**src/rtl/pc_redirect_pkg.sv**
```systemverilog
// Shared core package for the fetch/redirect path.
// Holds the EX-stage control-transfer op encodings, the branch-comparator
// op encodings that sit alongside them, the pc_redirect state encoding and
// a small alignment helper used by the target calculation.
package pc_redirect_pkg;

  // EX-stage control-transfer op (ex_op)
  localparam logic [1:0] EX_OP_NONE   = 2'b00;
  localparam logic [1:0] EX_OP_BRANCH = 2'b01;
  localparam logic [1:0] EX_OP_JAL    = 2'b10;
  localparam logic [1:0] EX_OP_JALR   = 2'b11;

  // Branch comparator op (funct3 style), consumed by the EX comparator
  localparam logic [2:0] BR_OP_EQ  = 3'b000;
  localparam logic [2:0] BR_OP_NE  = 3'b001;
  localparam logic [2:0] BR_OP_LT  = 3'b100;
  localparam logic [2:0] BR_OP_GE  = 3'b101;
  localparam logic [2:0] BR_OP_LTU = 3'b110;
  localparam logic [2:0] BR_OP_GEU = 3'b111;

  // pc_redirect state encoding
  localparam logic [1:0] ST_RESET_WAIT = 2'b00;
  localparam logic [1:0] ST_FETCH      = 2'b01;
  localparam logic [1:0] ST_PEND       = 2'b10;

  // Instruction fetch targets must be 4-byte aligned
  function automatic logic is_misaligned(input logic [63:0] addr);
    return addr[1:0] != 2'b00;
  endfunction

endpackage

```
**src/rtl/pc_redirect_branch_target.sv**
```systemverilog
// branch_target: combinational EX-stage redirect target calculation.
// Ports:
//   ex_valid_i  - EX instruction valid
//   ex_op_i     - control-transfer op (none/branch/jal/jalr)
//   br_taken_i  - branch comparator result
//   ex_pc_i     - EX pc
//   ex_imm_i    - sign-extended immediate
//   ex_rs1_i    - rs1 value (jalr base)
//   target_o    - redirect target
//   taken_o     - a control transfer is taken this cycle
//   misalign_o  - target bits [1:0] nonzero
module branch_target
  import pc_redirect_pkg::*;
(
  input  logic        ex_valid_i,
  input  logic [1:0]  ex_op_i,
  input  logic        br_taken_i,
  input  logic [63:0] ex_pc_i,
  input  logic [63:0] ex_imm_i,
  input  logic [63:0] ex_rs1_i,
  output logic [63:0] target_o,
  output logic        taken_o,
  output logic        misalign_o
);

  logic [63:0] pc_rel;
  logic [63:0] rs1_rel;

  always_comb begin
    pc_rel  = ex_pc_i + ex_imm_i;
    rs1_rel = ex_rs1_i + ex_imm_i;
    // jalr clears bit 0 only; bit 1 can still flag misalignment
    target_o   = (ex_op_i == EX_OP_JALR) ? {rs1_rel[63:1], 1'b0} : pc_rel;
    taken_o    = ex_valid_i &
                 ((ex_op_i == EX_OP_JAL) || (ex_op_i == EX_OP_JALR) ||
                  ((ex_op_i == EX_OP_BRANCH) && br_taken_i));
    misalign_o = is_misaligned(target_o);
  end

endmodule

```
**src/rtl/pc_redirect.sv**
```systemverilog
// pc_redirect: fetch pc sequencer with trap/EX redirect handling.
// Ports:
//   clk, rst        - clock, synchronous active-high reset
//   stall           - hold sequential fetch (ignored for redirects)
//   ex_valid, ex_op, br_taken, ex_pc, ex_imm, ex_rs1 - EX redirect source
//   trap_req, trap_pc - exception redirect (highest priority)
//   imem_ready      - instruction memory accepts if_pc
//   if_pc, if_valid - fetch request
//   flush_if_id, flush_id_ex - same-cycle pipeline kills on accepted redirect
//   misalign_exc    - pulse when a taken EX target is misaligned
module pc_redirect
  import pc_redirect_pkg::*;
#(
  parameter logic [63:0] RESET_PC = 64'h0
) (
  input  logic        clk,
  input  logic        rst,
  input  logic        stall,
  input  logic        ex_valid,
  input  logic [1:0]  ex_op,
  input  logic        br_taken,
  input  logic [63:0] ex_pc,
  input  logic [63:0] ex_imm,
  input  logic [63:0] ex_rs1,
  input  logic        trap_req,
  input  logic [63:0] trap_pc,
  input  logic        imem_ready,
  output logic [63:0] if_pc,
  output logic        if_valid,
  output logic        flush_if_id,
  output logic        flush_id_ex,
  output logic        misalign_exc
);

  logic [1:0]  state_q, state_d;
  logic [63:0] pc_q, pc_d;
  logic [63:0] pend_q, pend_d;

  logic [63:0] ex_target;
  logic        ex_taken;
  logic        ex_misalign;
  logic        ex_accept;
  logic        redirect;
  logic [63:0] redir_tgt;

  branch_target u_branch_target (
    .ex_valid_i (ex_valid),
    .ex_op_i    (ex_op),
    .br_taken_i (br_taken),
    .ex_pc_i    (ex_pc),
    .ex_imm_i   (ex_imm),
    .ex_rs1_i   (ex_rs1),
    .target_o   (ex_target),
    .taken_o    (ex_taken),
    .misalign_o (ex_misalign)
  );

  // A misaligned EX target is reported instead of followed; a trap in the
  // same cycle overrides both and the exception pulse is dropped.
  always_comb begin
    ex_accept    = ex_taken & ~ex_misalign;
    redirect     = trap_req | ex_accept;
    redir_tgt    = trap_req ? trap_pc : ex_target;
    flush_if_id  = redirect & ~rst;
    flush_id_ex  = redirect & ~rst;
    misalign_exc = ex_taken & ex_misalign & ~trap_req & ~rst;
    if_valid     = (state_q != ST_RESET_WAIT);
    if_pc        = pc_q;
  end

  always_comb begin
    state_d = state_q;
    pc_d    = pc_q;
    pend_d  = pend_q;
    case (state_q)
      ST_RESET_WAIT: begin
        // Nothing is presented yet, so a redirect can load pc directly
        state_d = ST_FETCH;
        if (redirect) pc_d = redir_tgt;
      end
      ST_FETCH: begin
        if (redirect) begin
          if (imem_ready) begin
            pc_d = redir_tgt;
          end else begin
            // Presented address must stay put until accepted
            pend_d  = redir_tgt;
            state_d = ST_PEND;
          end
        end else if (imem_ready && !stall) begin
          pc_d = pc_q + 64'd4;
        end
      end
      ST_PEND: begin
        if (redirect) begin
          // A newer redirect replaces the pending one
          if (imem_ready) begin
            pc_d    = redir_tgt;
            state_d = ST_FETCH;
          end else begin
            pend_d = redir_tgt;
          end
        end else if (imem_ready) begin
          pc_d    = pend_q;
          state_d = ST_FETCH;
        end
      end
      default: state_d = ST_RESET_WAIT;
    endcase
  end

  always_ff @(posedge clk) begin
    if (rst) begin
      state_q <= ST_RESET_WAIT;
      pc_q    <= RESET_PC;
      pend_q  <= '0;
    end else begin
      state_q <= state_d;
      pc_q    <= pc_d;
      pend_q  <= pend_d;
    end
  end

endmodule

```
**config.mk**
```make
export PLATFORM = sky130hd
export DESIGN_NAME = pc_redirect
export DESIGN_NICKNAME = d
export VERILOG_FILES = /design/src/rtl/pc_redirect_pkg.sv /design/src/rtl/pc_redirect_branch_target.sv /design/src/rtl/pc_redirect.sv
export SDC_FILE = /design/constraint.sdc
export NUM_CORES = 1
export LEC_CHECK = 0
export CAP_MARGIN = 20
export CELL_PAD_IN_SITES_DETAIL_PLACEMENT = 0
export CELL_PAD_IN_SITES_GLOBAL_PLACEMENT = 1
export CORE_MARGIN = 2
export CORE_UTILIZATION = 39
export CTS_BUF_LIST = sky130_fd_sc_hd__clkbuf_16
export DETAILED_ROUTE_END_ITERATION = 8
export PLACE_DENSITY_LB_ADDON = 0.1
export REMOVE_ABC_BUFFERS = 1
export SYNTH_ARGS = -nofsm -noshare
export SYNTH_HDL_FRONTEND = slang
export SYNTH_HIERARCHICAL = 1
export SYNTH_SLANG_ARGS = --single-unit
```
**constraint.sdc**
```tcl
create_clock -name clk -period 5.4 [get_ports clk]
set_input_delay 0.81 -clock clk [delete_from_list [all_inputs] [get_ports clk]]
set_output_delay 0.81 -clock clk [all_outputs]
set_load 0.02 [all_outputs]
```
==> results.toml <==
[outcome]
status = "finished clean"

[layout]
area_growth_pct = 28.68
fin_util_pct = 50.82
fin_cells = 3293
drive_gt1_share_pct = 7.616
nNetsFinal = 3090

[power_and_ir_drop]
p_comb_share_pct = 52.7
vdd_drop_max_mv = 0.2166
pwr-share-seq_pct = 24.8
p_int_mw = 3.110
p_per_area_nw_per_um2 = 252.6
p_sw_share_pct = 43.76
clockPowerShare_pct = 22.5
power_leakage_nw = 8.721
switching_power_mw = 2.420

[synthesis]
synth_edf_count = 0
syn_area_um2 = 17010
ys_ff_latch = 130
ys_warn_count = 6
async_reset_ff_share_pct = 0
ys.flop_type = "dfxtp_1"
avgSynthCellArea_um2 = 7.103
syn_inst = 2395
yosysSeqAreaShare_pct = 15.30
ys_types = 102

[clock_network]
htree_levels = 4
cts_buffer_depth = 2
root_buffer = "clkbuf_16"
clock-sinks = 130
insertion_delay_ns = 0.44
path_clk_slew_ns = 0.06
cts_hold_buf = 0
cts_tree = "done"
cts_made_buffers = 17

[global_route]
grt_max_degree = 128
grt_pass1_vias = 18940
grt.total_usage_pct = 32.62
globalRoute.totalOverflow = 0
grt_pass1_wl_um = 113700
antenna_found_initial = 3

[timing]
timing.final.crit_period_ns = 5.149
drv_slew = 0
fmax_ghz = 0.1942
tightest_slew_ns = 1.083
maxSlewHeadroom_pct = 27.11
finalHoldViolCount = 0
skew_ns = 0.007369
finalSetupViolations = 0
finalCritPeriodShare_pct = 95.34
grt_setup_unrepaired = "false"

[detailed_routing]
drtIter0Drc = 2156
wl_per_cell_um = 23.20
num_vias = 20460
drtAntennaViolNets = 0
via_per_inst = 6.214
firstDrtPassIters = 6
route.detailed.drc = 0
finalWirelength_um = 76390

[floorplan]
start_util_pct = 39.49
num_io_pins = 333
rows = 76
die_y_um = 212.9
die_x_um = 212.9
core_region_area_um2 = 43080
die-area_um2 = 45310

[setup_path]
end_kind = "flop"
cp_max_fo = 4
cp.required_ns = 5.77
arrival_ns = 5.52
startpoint_type = "input port"
path_class = "in -> reg"
reg2reg_depth = 6

[worst_hold_path]
hp-class = "reg -> reg"
hold_depth = 2

[place]
place_congestion = 0.9865
io_buffers = 332
hpwl_um = 60690
dp_cells = 3258

[flow_run]
max-cap-violations = 0
==> worst max-delay path: stages <==
cell and delay, ns:
clkdlybuf4s50_1 0.45, ha_1 0.24, fa_1 0.44, a21o_1 0.23, a221oi_1 0.32, buf_4 0.20
o32a_1 0.16, o211ai_1 0.14, a21o_1 0.28, and4_1 0.22, o211ai_1 0.33, a21oi_1 0.16
o21a_1 0.20, o31ai_2 0.38, buf_4 0.19, mux2i_1 0.12, nand2_1 0.12, nand2_1 0.08
o31ai_1 0.29, o2bb2ai_1 0.13
==> synth_stat cells, types with 6 or more instances <==
| cell type | n | area share [%] |
|---|---|---|
| buf_1 | 10 | 0.22 |
| inv_1 | 49 | 1.1 |
| o22ai_1 | 12 | 0.44 |
| nand2_1 | 241 | 5.3 |
| a32o_1 | 15 | 0.88 |
| o21ai_0 | 157 | 4.6 |
| a21oi_1 | 230 | 6.8 |
| a211oi_1 | 81 | 3.6 |
| nor3_1 | 44 | 1.3 |
| a31o_2 | 7 | 0.36 |
| a31oi_1 | 39 | 1.4 |
| and4_1 | 13 | 0.67 |
| dfxtp_1 | 130 | 15 |
| xnor2_1 | 69 | 3.6 |
| clkbuf_1 | 125 | 2.8 |
| or4_1 | 9 | 0.40 |
| ha_1 | 131 | 9.6 |
| and3_1 | 34 | 1.3 |
| mux2_2 | 9 | 0.60 |
| mux2i_1 | 83 | 4.9 |
| buf_2 | 20 | 0.59 |
| o221ai_1 | 18 | 0.93 |
| and2_1 | 28 | 1.0 |
| nand2b_1 | 12 | 0.44 |
| a221oi_1 | 13 | 0.67 |
| a221o_1 | 7 | 0.41 |
| a21boi_0 | 6 | 0.26 |
| nor2b_1 | 15 | 0.55 |
| xor2_1 | 59 | 3.0 |
| or3_1 | 21 | 0.77 |
| a22oi_1 | 32 | 1.4 |
| o21a_1 | 19 | 0.84 |
| a21o_1 | 90 | 4.0 |
| nor2_1 | 223 | 4.9 |
| o31ai_1 | 17 | 0.75 |
| nand4_1 | 63 | 2.3 |
| buf_4 | 8 | 0.35 |
| o211ai_1 | 25 | 1.1 |
| a22o_1 | 8 | 0.41 |
| nand3_1 | 67 | 2.0 |
| o21bai_1 | 33 | 1.5 |
| nor4_1 | 14 | 0.51 |
==> placed cells by master (no fill, tap or decap), types with 25 or more instances in the layout <==
cell | netlist | layout
xnor2_1 | 69 | 69
nor3_1 | 44 | 43
nand4_1 | 63 | 63
and3_1 | 34 | 34
nand2_1 | 241 | 240
o21ai_0 | 157 | 157
a21oi_1 | 230 | 229
o211ai_1 | 25 | 25
and2_1 | 28 | 27
ha_1 | 131 | 131
o21bai_1 | 33 | 33
dfxtp_1 | 130 | 130
a211oi_1 | 81 | 79
nor2_1 | 223 | 223
mux2i_1 | 83 | 83
a31oi_1 | 39 | 39
nand3_1 | 67 | 67
a22oi_1 | 32 | 32
inv_1 | 49 | 49
clkdlybuf4s50_1 | 0 | 329
buf_4 | 8 | 114
xor2_1 | 59 | 59
a21o_1 | 90 | 90
==> stage by stage <==
| stage | TNS, ns | area [um2] | setup WS, ns | hold slack, ns | total power, mW |
|---|---|---|---|---|---|
| after floorplan | -287.87 | 16310 | -4.488 | 0.4687 | 2.958 |
| after global placement | -0.1176 | 21260 | -0.1176 | 0.4848 | 4.217 |
| after detailed placement | -0.3477 | 21260 | -0.2622 | 0.4896 | 4.234 |
| after CTS | 0 | 21880 | 0.1734 | 0.4967 | 5.481 |
| after global routing | 0 | 21890 | 0.04012 | 0.5178 | 5.818 |
| final | 0 | 21890 | 0.2514 | 0.4989 | 5.530 |
==> power by group through the flow <==
stage	logic, mW	clock network, mW	registers (mW)
after floorplan	1.55	0	1.41
after global placement	2.84	0	1.37
after detailed placement	2.85	0	1.38
after CTS	2.87	1.26	1.36
after global routing	3.14	1.29	1.39
final	2.91	1.25	1.37
==> state kept, by name, summed over array words and instances, names as in the netlist <==
| register | count |
|---|---|
| pend_q | 64 |
| if_pc | 64 |
| state_q | 2 |
==> final cells by class <==
| cell class | count | area (um2) |
|---|---|---|
| antenna | 3 | 7.507 |
| multi-input combinational | 2047 | 13550 |
| inverter | 50 | 187.7 |
| tap | 585 | 732.0 |
| sequential | 130 | 2603 |
| fill | 4355 | 21180 |
| clock inverter | 15 | 191.4 |
| clock buffer | 17 | 425.4 |
| timing repair buffer | 446 | 4194 |
==> layer usage <==
metal  vias to the layer above  global-route usage [%]  wire (um)
met5                         -                       0          0
met4                         0                   8.681       1612
met3                        93                   3.545       6069
met2                      1012                   50.29      33400
met1                      9744                   47.85      35300
li1                       9614                       -          -
==> kinds of logic (layout without fill, tap and decap cells) <==
logic type	Yosys count	after routing	synth area share [%]
AOI/OAI and AO/OA	878	878	34.32
and+or+nand+nor	816	816	23.19
buffers and inverters	218	528	5.251
adders and majority gates	133	133	9.870
DFF	130	130	15.30
xor gates and xnor gates	128	128	6.590
muxes	92	92	5.479
other	0	3	0
==> what timing repair did <==
action                     4_1_cts  5_1_grt
setup endpoints to repair        0        1
resized for setup                0        1
setup buffers                    0        0
==> worst paths after layout <==
| kind | from | endpoint | slack [ns] |
|---|---|---|---|
| worst max-delay path | ex_imm[0] | if_pc[56] | 0.25 |
| worst min-delay path | pend_q[5] | pend_q[5] | 0.50 |
| worst max register to register | if_pc[6] | if_pc[57] | 2.28 |
| worst min register to register | pend_q[5] | pend_q[5] | 0.50 |
No activity file was read; power rests on OpenSTA's default activity.
